===== config.mk =====
export PLATFORM = sky130hd
export DESIGN_NAME = seg7_scan_display_flat
export DESIGN_NICKNAME = d
export VERILOG_FILES = /design/src/rtl/seg7_scan_if.sv /design/src/rtl/seg7_scan_display.sv /design/src/flat_wrapper.sv
export SDC_FILE = /design/constraint.sdc
export NUM_CORES = 1
export LEC_CHECK = 0
export ABC_CLOCK_PERIOD_IN_PS = 3130
export BUFFER_PORTS_ARGS = -buffer_cell sky130_fd_sc_hd__buf_2
export CORE_MARGIN = 2
export CORE_UTILIZATION = 60
export CTS_CLUSTER_DIAMETER = 60
export CTS_CLUSTER_SIZE = 16
export DETAILED_ROUTE_END_ITERATION = 8
export GPL_ROUTABILITY_DRIVEN = 0
export PLACE_DENSITY = 0.8
export SYNTH_ARGS = -nofsm -noshare
export SYNTH_HDL_FRONTEND = slang
export SYNTH_SLANG_ARGS = --single-unit

===== constraint.sdc =====
create_clock -name clk -period 3.13 [get_ports clk]
set_input_delay 0.7825 -clock clk [delete_from_list [all_inputs] [get_ports clk]]
set_output_delay 0.7825 -clock clk [all_outputs]
set_load 0.005 [all_outputs]

===== src/rtl/seg7_scan_if.sv =====
// Signal bundle between a BCD source and the seven-segment scan driver.
//
// Handshake: load is a single-cycle strobe with no back-pressure. On any
// clock edge where load=1, din/dp_in are captured; the driver is always
// ready, so there is no ready signal and a later strobe simply replaces an
// earlier one that has not yet reached the display.
interface seg7_scan_if;
    logic        load;
    logic [15:0] din;
    logic [3:0]  dp_in;
    logic        enable;
    logic [6:0]  seg;
    logic        dp;
    logic [3:0]  an;
    logic [1:0]  scan_idx;

    modport master (
        output load, din, dp_in, enable,
        input  seg, dp, an, scan_idx
    );

    modport slave (
        input  load, din, dp_in, enable,
        output seg, dp, an, scan_idx
    );
endinterface


===== src/rtl/seg7_scan_display.sv =====
// Four-digit time-multiplexed common-anode seven-segment driver.
// A pending buffer collects loads; it is copied into the display buffer
// only at a frame boundary (tick on the last digit), so a refresh frame
// never mixes two values. All outputs are registered one cycle behind idx.
module seg7_scan_display #(
    parameter int REFRESH_COUNT = 100000,
    parameter int CW            = 17,
    parameter bit LZ_BLANK      = 1'b1
) (
    input logic        clk,
    input logic        rst_n,
    seg7_scan_if.slave bus
);

    localparam logic [CW-1:0] CNT_LAST = CW'(REFRESH_COUNT - 1);

    // Buffers hold {dp[3:0], bcd[15:0]}.
    logic [CW-1:0] cnt_q, cnt_d;
    logic [1:0]    idx_q, idx_d;
    logic [19:0]   pend_buf_q, pend_buf_d;
    logic          pend_vld_q, pend_vld_d;
    logic [19:0]   disp_buf_q, disp_buf_d;
    logic [6:0]    seg_q, seg_d;
    logic          dp_q, dp_d;
    logic [3:0]    an_q, an_d;
    logic [1:0]    scan_idx_q, scan_idx_d;

    logic          tick;
    logic          frame_end;
    logic [19:0]   load_word;
    logic [3:0]    cur_nib;
    logic          cur_dp;
    logic [3:0]    lead;
    logic          digit_blank;

    function automatic logic [6:0] seg_encode(input logic [3:0] nib);
        logic [6:0] s;
        case (nib)
            4'd0:    s = 7'h40;
            4'd1:    s = 7'h79;
            4'd2:    s = 7'h24;
            4'd3:    s = 7'h30;
            4'd4:    s = 7'h19;
            4'd5:    s = 7'h12;
            4'd6:    s = 7'h02;
            4'd7:    s = 7'h78;
            4'd8:    s = 7'h00;
            4'd9:    s = 7'h10;
            default: s = 7'h3F;  // non-BCD nibble shows a dash
        endcase
        return s;
    endfunction

    // Refresh counter, digit index and double-buffer update.
    always_comb begin
        cnt_d      = cnt_q;
        idx_d      = idx_q;
        pend_buf_d = pend_buf_q;
        pend_vld_d = pend_vld_q;
        disp_buf_d = disp_buf_q;

        tick      = (cnt_q == CNT_LAST);
        frame_end = tick && (idx_q == 2'd3);
        load_word = {bus.dp_in, bus.din};

        if (tick) begin
            cnt_d = '0;
            idx_d = idx_q + 2'd1;
        end else begin
            cnt_d = cnt_q + CW'(1);
        end

        if (bus.load) begin
            pend_buf_d = load_word;
            pend_vld_d = 1'b1;
        end

        // A load on the boundary edge bypasses the pending buffer so it
        // shows in the frame starting at that edge.
        if (frame_end) begin
            pend_vld_d = 1'b0;
            if (bus.load) begin
                disp_buf_d = load_word;
            end else if (pend_vld_q) begin
                disp_buf_d = pend_buf_q;
            end
        end
    end

    // Digit decode with leading-zero blanking; a lit dp on a higher digit
    // makes every lower zero significant.
    always_comb begin
        cur_nib = disp_buf_q[{idx_q, 2'b00} +: 4];
        cur_dp  = disp_buf_q[5'd16 + {3'd0, idx_q}];

        lead[3] = (disp_buf_q[15:12] == 4'd0) && !disp_buf_q[19];
        lead[2] = lead[3] && (disp_buf_q[11:8] == 4'd0) && !disp_buf_q[18];
        lead[1] = lead[2] && (disp_buf_q[7:4] == 4'd0) && !disp_buf_q[17];
        lead[0] = 1'b0;
        digit_blank = LZ_BLANK && lead[idx_q];

        scan_idx_d = idx_q;
        if (!bus.enable) begin
            an_d  = 4'b1111;
            seg_d = 7'h7F;
            dp_d  = 1'b1;
        end else begin
            an_d  = ~(4'b0001 << idx_q);
            seg_d = digit_blank ? 7'h7F : seg_encode(cur_nib);
            dp_d  = ~cur_dp;
        end
    end

    // State and output registers with synchronous active-low reset.
    always_ff @(posedge clk) begin
        if (!rst_n) begin
            cnt_q      <= '0;
            idx_q      <= 2'd0;
            pend_buf_q <= '0;
            pend_vld_q <= 1'b0;
            disp_buf_q <= '0;
            seg_q      <= 7'h7F;
            dp_q       <= 1'b1;
            an_q       <= 4'b1111;
            scan_idx_q <= 2'd0;
        end else begin
            cnt_q      <= cnt_d;
            idx_q      <= idx_d;
            pend_buf_q <= pend_buf_d;
            pend_vld_q <= pend_vld_d;
            disp_buf_q <= disp_buf_d;
            seg_q      <= seg_d;
            dp_q       <= dp_d;
            an_q       <= an_d;
            scan_idx_q <= scan_idx_d;
        end
    end

    assign bus.seg      = seg_q;
    assign bus.dp       = dp_q;
    assign bus.an       = an_q;
    assign bus.scan_idx = scan_idx_q;

endmodule


===== src/flat_wrapper.sv =====
// flat-port wrapper written by rule: the top's interface ports become plain ports
module seg7_scan_display_flat 
#(
    parameter int REFRESH_COUNT = 100000,
    parameter int CW            = 17,
    parameter bit LZ_BLANK      = 1'b1
)
  (clk, rst_n, bus_load, bus_din, bus_dp_in, bus_enable, bus_seg, bus_dp, bus_an, bus_scan_idx);
  seg7_scan_if bus_i ();
  input logic clk;
  input logic rst_n;
  input wire logic [$bits(bus_i.load)-1:0] bus_load;
  input wire logic [$bits(bus_i.din)-1:0] bus_din;
  input wire logic [$bits(bus_i.dp_in)-1:0] bus_dp_in;
  input wire logic [$bits(bus_i.enable)-1:0] bus_enable;
  output wire logic [$bits(bus_i.seg)-1:0] bus_seg;
  output wire logic [$bits(bus_i.dp)-1:0] bus_dp;
  output wire logic [$bits(bus_i.an)-1:0] bus_an;
  output wire logic [$bits(bus_i.scan_idx)-1:0] bus_scan_idx;
  assign bus_i.load = bus_load;
  assign bus_i.din = bus_din;
  assign bus_i.dp_in = bus_dp_in;
  assign bus_i.enable = bus_enable;
  assign bus_seg = bus_i.seg;
  assign bus_dp = bus_i.dp;
  assign bus_an = bus_i.an;
  assign bus_scan_idx = bus_i.scan_idx;
  seg7_scan_display #(.REFRESH_COUNT(REFRESH_COUNT), .CW(CW), .LZ_BLANK(LZ_BLANK)) u_core (.clk(clk), .rst_n(rst_n), .bus(bus_i));
endmodule

* Word level (Yosys, flattened, before mapping)
Memory sizes are Yosys's and may differ from the RTL's. A register that Yosys moved wholly into a read port is not among the register bits. Index checks and enable logic that the tools add are counted. Widths: inputs -> output; s select.
Operators by class: $add $sub $neg 3, $lt $le $gt $ge 2, equal/unequal tests 2, shift-type cells 2, muxes and demuxes 6, bitwise logic cells 4, reduce and logical (&&, ||, !) cells 18
Operators by type and width (count):
- $mux 20 | 2
- $shiftx 20x5->4 | 1
- $add 17x1->17 const B | 1
- $eq 17x17->1 const B | 1
- $logic_not 4->1 | 3
- $logic_and 1x1->1 | 6
- $lt 5x6->1 const B | 1
- $add 5x2->5 const A | 1
- $bmux 1 s5 | 1
- $not 4->4 | 1
- $reduce_and 2->1 | 2
- $reduce_or 2->1 | 2
- $shl 1x2->4 const A | 1
- $logic_not 1->1 | 3
- $lt 2x3->1 const B | 1
- $not 1->1 | 3
- $reduce_or 3->1 | 1
- $add 2x1->2 const B | 1
- $bmux 1 s2 | 1
- $eq 2x2->1 const B | 1
- $mux 1 | 2
- $reduce_bool 2->1 | 1
Storage, ports and cells: bits in registers 67, memory bits (read-only) 112, output and inout bits 14, word-level logic and storage cells 46, memories 1
Memory list:
- (no name shown) | depth 16, width 7, read ports 1, clocked after memory_dff 1, write ports 0, RTL line seg7_scan_display.sv:38 | case (nib)

* Depth between registers and ports, before layout
Gate-level depths: netlist of run 1.
depth in word-level cells 9, mapped depth 8, depth with buffers taken out 7

* Worst setup path after synthesis of run 1
OpenSTA, ideal clock, no wires.
path kind input-to-reg, from input bus_load, to register u_core.disp_buf_q[10], setup time 0.121 ns, arrival 1.730 ns, data required time 3.009 ns, slack 1.279 ns, stages 5, buffers on the path 2, path through clkbuf_1 -> buf_2 -> mux2i_1 -> nor2b_1 -> mux2_4
Between the ends: word-level cells in the longest chain between the ends 2, elaborated cells between the ends (all ways) 3
RTL lines:
- start, declared | RTL line flat_wrapper.sv:12 | input wire logic [$bits(bus_i.load)-1:0] bus_load;
- $reduce_bool 2->1 (no line)
- $reduce_and 2->1 (no line)
- end signal, assigned | RTL line seg7_scan_display.sv:131 | disp_buf_q <= disp_buf_d;
- end, declared | RTL line seg7_scan_display.sv:22 | logic [19:0] disp_buf_q, disp_buf_d;
Several ways; a longest one is shown, not always the timed one. A chain may end at the register's enable or synchronous reset.

* Worst setup path in the final report of run 1
from register u_core.cnt_q[0], to register u_core.disp_buf_q[17]
Between the ends: word-level cells in the longest chain between the ends 3
RTL lines:
- start, declared | RTL line seg7_scan_display.sv:18 | logic [CW-1:0] cnt_q, cnt_d;
- start signal, assigned | RTL line seg7_scan_display.sv:127 | cnt_q <= cnt_d;
- $eq 17x17->1 | RTL line seg7_scan_display.sv:62 | tick = (cnt_q == CNT_LAST);
- $logic_and 1x1->1 | RTL line seg7_scan_display.sv:63 | frame_end = tick && (idx_q == 2'd3);
- $reduce_and 2->1 (no line)
Every way passes these cells.

==> key figures, run 1 <==
Run status
  • Status: finished clean

Logic synthesis
  • Synth Cell Area: 0.00332 sq mm
  • Yosys cell types: 41
  • Top-count cell post-synth: dfxtp_1
  • List of most frequent post-synthesis cells: dfxtp_1, and2_1, nor2b_1
  • Sequential share of the synthesized area: 0.446
  • Synth Warn #: 0
  • Largest cells by area after synthesis: dfxtp_1, mux2_4, mux2i_1
  • Syn_nets: between 300 and 400
  • Synthesized instance count: roughly 300
  • Area leader, netlist: dfxtp_1
  • Flip-flop and latch count after synthesis: 74
  • Syn avg cell area: about 11 sq um
  • Prevailing post-synth register cell: dfxtp_1
  • Synth top area share: 0.446
  • Async SR Flop Fraction: 0
  • Post-synth EDFFs: 0

Placement
  • Cell total after placement: 401
  • Count of input and output buffers: 37
  • Hpwl dp: 3.86 mm

STA
  • Fmax: roughly 0.46 GHz
  • Tmin final: 2.15 ns
  • RSZ-0062 raised after global routing: no
  • Pins Over Slew Limit: 0
  • Period Utilization, post-route: 0.688
  • Setup tns final: 0 ns
  • Final hold vios: 0
  • Fin Hold WS: 0.448 ns
  • Worst-margin pin slew: approximately 0.9 ns
  • Slew headroom: 0.409
  • Final setup viols: 0
  • Clock skew: between 0.005 and 0.006 ns

Critical path
  • Crit path arrival time: 2.39 ns
  • CP Launch Type: flip-flop
  • Critical path class: flip-flop to flip-flop
  • Crit path capture type: flip-flop
  • CP max stage delay: 0.46 ns
  • CP max FO: 20
  • WP data required: 3.37 ns
  • Critical Path, Cell by Cell: ha_1, and4_1, and4_1, o211a_4, mux2_4
  • Critical path's top delay family: simple AND/OR/NAND/NOR gates
  • Crit-path most repeated cell: and4_1
  • CP max-delay cell: o211a_4
  • Worst Path Buf+Inv: 0

Pwr
  • Leak Pwr: ~1.6 nW
  • PD cells: 486 mW/mm^2
  • Worst VDD drop: 460 uV

Die
  • FP Rows: 27
  • I/O pin total: 38
  • Die ar.: around 0.006 sq mm
  • Die Y-Extent: 78.4 microns
  • Initial core utilization: 0.611
  • Core area: 0.00544 sq mm
  • Die W: 78.4 microns

Final layout
  • Number of inserted diodes: 0
  • Layout cells sized above 1: 0.232
  • Area delta synth->final: 11.0%
  • Nets: 374
  • Finished Layout Cells: between 400 and 500

Clock tree
  • Post-CTS sizing: 0
  • Setup Fix Bufs, Post-CTS: 0
  • CTS Buffer Depth: 2
  • CTS buffer count: 9
  • Worst-path clk slew: 0.07 ns
  • Sink Count: 74
  • Root Driver: clkbuf_8
  • Depth of the CTS H-tree: 3
  • CTS tree: built
  • Post-cts hold buffer count: 0
  • Clock Latency Late Sink: 0.35 ns

Global routing
  • Initial antenna violation count: 0
  • Global-route wire length before repair: 9.64 mm
  • Gr ovfl total: 0
  • Largest net degree at the start of global routing: 50
  • GRT Resource Usage Total: 0.203
  • Vias in the first global route: 2063

Routing
  • Starting DRT DRC Count: 81
  • Drt wl/cell: 13.5 microns
  • Drt drc: 0
  • Pre-antenna DRT Iters: 5
  • Via count: 2204
  • Post-route ant nets: 0
  • Routed WL: 5.62 mm
  • Vias per cell: 5.29

Job
  • Max-Cap Viols: 0

Hold path
  • Worst hold path type: flip-flop to flip-flop
==> logic make-up (layout without fill, tap and decap cells) <==
group,Yosys count,after routing,share of synthesized area
flops,74,74,0.446
compound gates,29,29,0.0520
xor+xnor,12,12,0.0316
buf+inv,24,62,0.0444
fa+ha+maj,10,10,0.0377
simple gates,111,111,0.196
mux,47,47,0.193
==> area by class of cell <==
| cell class | instances | area, sq um |
|---|---|---|
| Inverter | 7 | 26.3 |
| Fill cell | 419 | 1750 |
| Tap cell | 72 | 90.1 |
| Timing Repair Buffer | 39 | 200 |
| Clock inverter | 5 | 53.8 |
| Clock buffer | 11 | 141 |
| Sequential cell | 74 | 1480 |
| Multi-Input combinational cell | 209 | 1690 |
==> state kept, by name (all words and copies together) (netlist names) <==
signal               count
u_core.bus.an            4
u_core.bus.seg           7
u_core.idx_q             2
u_core.bus.scan_idx      2
u_core.cnt_q            17
u_core.pend_vld_q        1
u_core.pend_buf_q       20
u_core.bus.dp            1
u_core.disp_buf_q       20
==> cells in the final DEF, fill, tap and decap left out, types with 2 or more instances in the layout <==
cell,synthesis,final
and2_1,28,28
nor2_1,14,14
nand4_1,6,6
nor2b_1,24,24
xnor2_1,2,2
clkinv_2,0,3
buf_4,1,2
nor4b_1,2,2
o22ai_1,2,2
nand2_1,12,12
clkbuf_8,0,10
o21ai_1,9,9
dfxtp_1,74,74
mux4_1,2,2
mux2i_1,22,22
and4_1,4,4
ha_1,10,10
buf_2,5,37
xor2_1,10,10
and3_1,3,3
o21ai_0,5,5
a21oi_1,8,8
nor3_1,2,2
nand3_1,5,5
mux2_4,20,20
inv_1,6,6
or3_1,3,3
mux4_2,3,3
or4_1,3,3
==> routing by layer <==
metal / routed length [microns] / vias up / GRT usage
met5: 0 / - / 0
met4: 91 / 0 / 0.111
met3: 189 / 8 / 0.0414
met2: 2580 / 40 / 0.303
met1: 2760 / 1032 / 0.276
li1: - / 1124 / -
==> final timing paths <==
check | start | endpoint | slack [ns] | cells after the start
max reg2reg | u_core.cnt_q[0] | u_core.disp_buf_q[17] | 0.98 | 5
min | u_core.cnt_q[0] | u_core.cnt_q[0] | 0.45 | 1
min reg2reg | u_core.cnt_q[0] | u_core.cnt_q[0] | 0.45 | 1
max | u_core.cnt_q[0] | u_core.disp_buf_q[17] | 0.98 | 5
==> power by group <==
group	total, mW	switching [mW]	leakage (nW)	internal, mW
logic	0.0835	0.0433	0.845	0.0402
registers	0.972	0.00729	0.603	0.965
clock network	0.736	0.349	0.103	0.387
==> metrics by stage <==
stage / cell area [sq um] / setup WS [ns] / utilization / total power, mW
floorplan: 3320 / 1.28 / - / 1.05
global placement: 3490 / 1.07 / 0.642 / 1.08
detailed placement: 3490 / 1.01 / 0.642 / 1.08
CTS: 3690 / 0.984 / 0.678 / 1.81
global route: 3690 / 0.871 / 0.678 / 1.86
finish: 3690 / 0.977 / 0.678 / 1.79
Power figures use the tool's default switching activity.
==> run 2, diff against run 1 <==
Settings changed: ABC_CLOCK_PERIOD_IN_PS 3130 to 2160, CORE_UTILIZATION 60 to 58, PLACE_DENSITY 0.8 to 0.77.
Clock period 3.13 ns to 2.16 ns, I/O delays scaled along.
==> run 2 against run 1 <==
Net effect:
- cell count is 1.4% higher
- sequential power increased by 45%
- non-clock buffer count grew 7
- highest routed layer unchanged
- power up 44%
==> key figures, run 2 (synthesis gave the netlist of run 1 again) <==
Clock tree
  • Setup Fix Bufs, Post-CTS: 0 (unchanged)
  • Worst-path clk slew: 0.07 ns (about the same)
  • Post-cts hold buffer count: 0 (unchanged)
  • Post-CTS sizing: 0 (unchanged)
  • Clock Latency Late Sink: 0.35 ns (about the same)
  • Root Driver: clkbuf_8
  • CTS buffer count: 9 (unchanged)
  • Depth of the CTS H-tree: 3 (unchanged)
  • Sink Count: 74 (unchanged)
  • CTS Buffer Depth: 2 (unchanged)
  • CTS tree: built

Critical path
  • CP max-delay cell: mux4_1
  • CP Launch Type: flip-flop
  • Crit path capture type: flip-flop
  • CP max FO: 4 (-80%)
  • Critical Path, Cell by Cell: mux4_1, inv_1, ha_1, nand2_1, a21oi_1, o22ai_1
  • Worst Path Buf+Inv: 1 (+1)
  • Crit path arrival time: 2.09 ns (-0.30 ns)
  • CP max stage delay: 0.69 ns (+0.23 ns)
  • Critical path's top delay family: multiplexers
  • WP data required: 2.37 ns (-1.00 ns)
  • R2R cell count: 6 (+1)
  • Critical Path Stages: 6 (+1)
  • Critical path class: flip-flop to flip-flop

STA
  • Tmin final: 1.88 ns (-0.274 ns)
  • Fmax: 0.532 GHz (+15%)
  • Final setup viols: 0 (unchanged)
  • Clock skew: 0.00711 ns (+0.00147 ns)
  • Worst-margin pin slew: 0.531 ns (-0.355 ns)
  • Slew headroom: 0.646 (+0.237)
  • Pins Over Slew Limit: 0 (unchanged)
  • Fin Hold WS: 0.443 ns (-0.00425 ns)
  • RSZ-0062 raised after global routing: no
  • Final hold vios: 0 (unchanged)
  • Setup tns final: 0 ns (unchanged)
  • Final worst slack: 0.282 ns (-0.696 ns)
  • Period Utilization, post-route: 0.870 (+0.182)

Final layout
  • Multi-input logic area: 0.00169 sq mm (unchanged)
  • Commonest non-fill, non-tap cell in the layout: dfxtp_1
  • Finished Layout Cells: 423 (+1.4%)
  • Seq. cell area: 0.00148 sq mm (unchanged)
  • Largest regs: u_core.disp_buf_q: 20 flops, u_core.pend_buf_q: 20 flops, u_core.cnt_q: 17 flops
  • Area delta synth->final: 12.2%
  • Count of filler cells inserted in the layout: 437 (+4.3%)
  • Nets: 381 (+1.9%)
  • Layout cells sized above 1: 0.242 (+0.0103)
  • Number of inserted diodes: 0 (unchanged)
  • Most frequent cells in the layout: dfxtp_1, buf_2, and2_1, nor2b_1, mux2i_1

Global routing
  • Global-route wire length before repair: 9.76 mm (+1.2%)
  • Largest net degree at the start of global routing: 31 (-38%)
  • GRT Resource Usage Total: 0.200 (-0.00275)
  • Initial antenna violation count: 0 (unchanged)
  • Vias in the first global route: 2089 (+1.3%)
  • Gr ovfl total: 0 (unchanged)

Die
  • Core area: 0.00551 sq mm (+1.2%)
  • FP Rows: 27 (unchanged)
  • Die W: 79.7 microns (+1.6%)
  • Die Y-Extent: 79.7 microns (+1.6%)
  • I/O pin total: 38 (unchanged)
  • Initial core utilization: 0.603 (-0.00750)
  • Die ar.: 0.00635 sq mm (+3.3%)

Routing
  • Routed WL: 5.80 mm (+3.3%)
  • WL met2: 2.54 mm (-1.3%)
  • Drt wl/cell: 13.7 microns (+1.8%)
  • Drt drc: 0 (unchanged)
  • Top layer reached by signal wires: met4
  • Via count: 2251 (+2.1%)
  • Pre-antenna DRT Iters: 4 (-1)
  • Post-route ant nets: 0 (unchanged)
  • Metal-1 WL: 2.91 mm (+5.6%)
  • WL met3: 227 microns (+20%)
  • Vias per cell: 5.32 (+0.68%)
  • Starting DRT DRC Count: 99 (+22%)

Job
  • Max-Cap Viols: 0 (unchanged)

Pwr
  • Worst VDD drop: 446 uV (-2.9%)
  • Leak Pwr: 1.58 nW (+1.9%)
  • PD cells: 690 mW/mm^2 (+42%)
  • Total power: 2.57 mW (+44%)

Placement
  • Cell total after placement: 408 (+1.7%)
  • Hpwl dp: 4.00 mm (+3.6%)
  • Count of input and output buffers: 37 (unchanged)
  • Place WS: 0.313 ns (-0.702 ns)

Hold path
  • Worst hold path type: flip-flop to flip-flop
  • Hold Path Cell Cnt: 1 (unchanged)

Run status
  • Status: finished clean
[run 2: cell types whose count changed in the layout (fill, tap and decap cells not counted), sizes merged]
| cell | previous run | this run |
|---|---|---|
| clkinv | 4 | 2 |
| buf | 39 | 46 |
| clkbuf | 11 | 12 |
[run 2: area by class of cell]
cell class,count,share of cell area
clock inverter,3,0.0107
inverter,7,0.00704
timing repair buffer,46,0.0678
multi-input combinational,209,0.454
clock buffer,12,0.0389
tap,72,0.0242
sequential,74,0.397
[run 2: power by group]
group / internal (mW) / leakage, nW / switching [mW]
clock network: 0.556 / 0.0962 / 0.481
logic: 0.0618 / 0.881 / 0.0647
registers: 1.40 / 0.603 / 0.0109
total: 2.02 / 1.58 / 0.557
[run 2: stage by stage]
step / cell area [sq um] / util
final: 3730 / 0.677
after global routing: 3730 / 0.677
after CTS: 3730 / 0.677
after detailed placement: 3540 / 0.644
after global placement: 3540 / 0.644
after floorplan: 3320 / -
[run 2: final timing paths]
check | start | end | slack (ns)
setup / recovery | u_core.idx_q[0] | u_core.bus.seg[4] | 0.28
hold / removal | u_core.cnt_q[0] | u_core.cnt_q[0] | 0.44
setup reg to reg | u_core.idx_q[0] | u_core.bus.seg[4] | 0.28
hold reg to reg | u_core.cnt_q[0] | u_core.cnt_q[0] | 0.44
[run 2: metal layers]
layer / up-vias / track usage
met4: 0 / 0.103
met5: - / 0
met2: 47 / 0.297
met1: 1053 / 0.273
li1: 1140 / -
met3: 11 / 0.0441
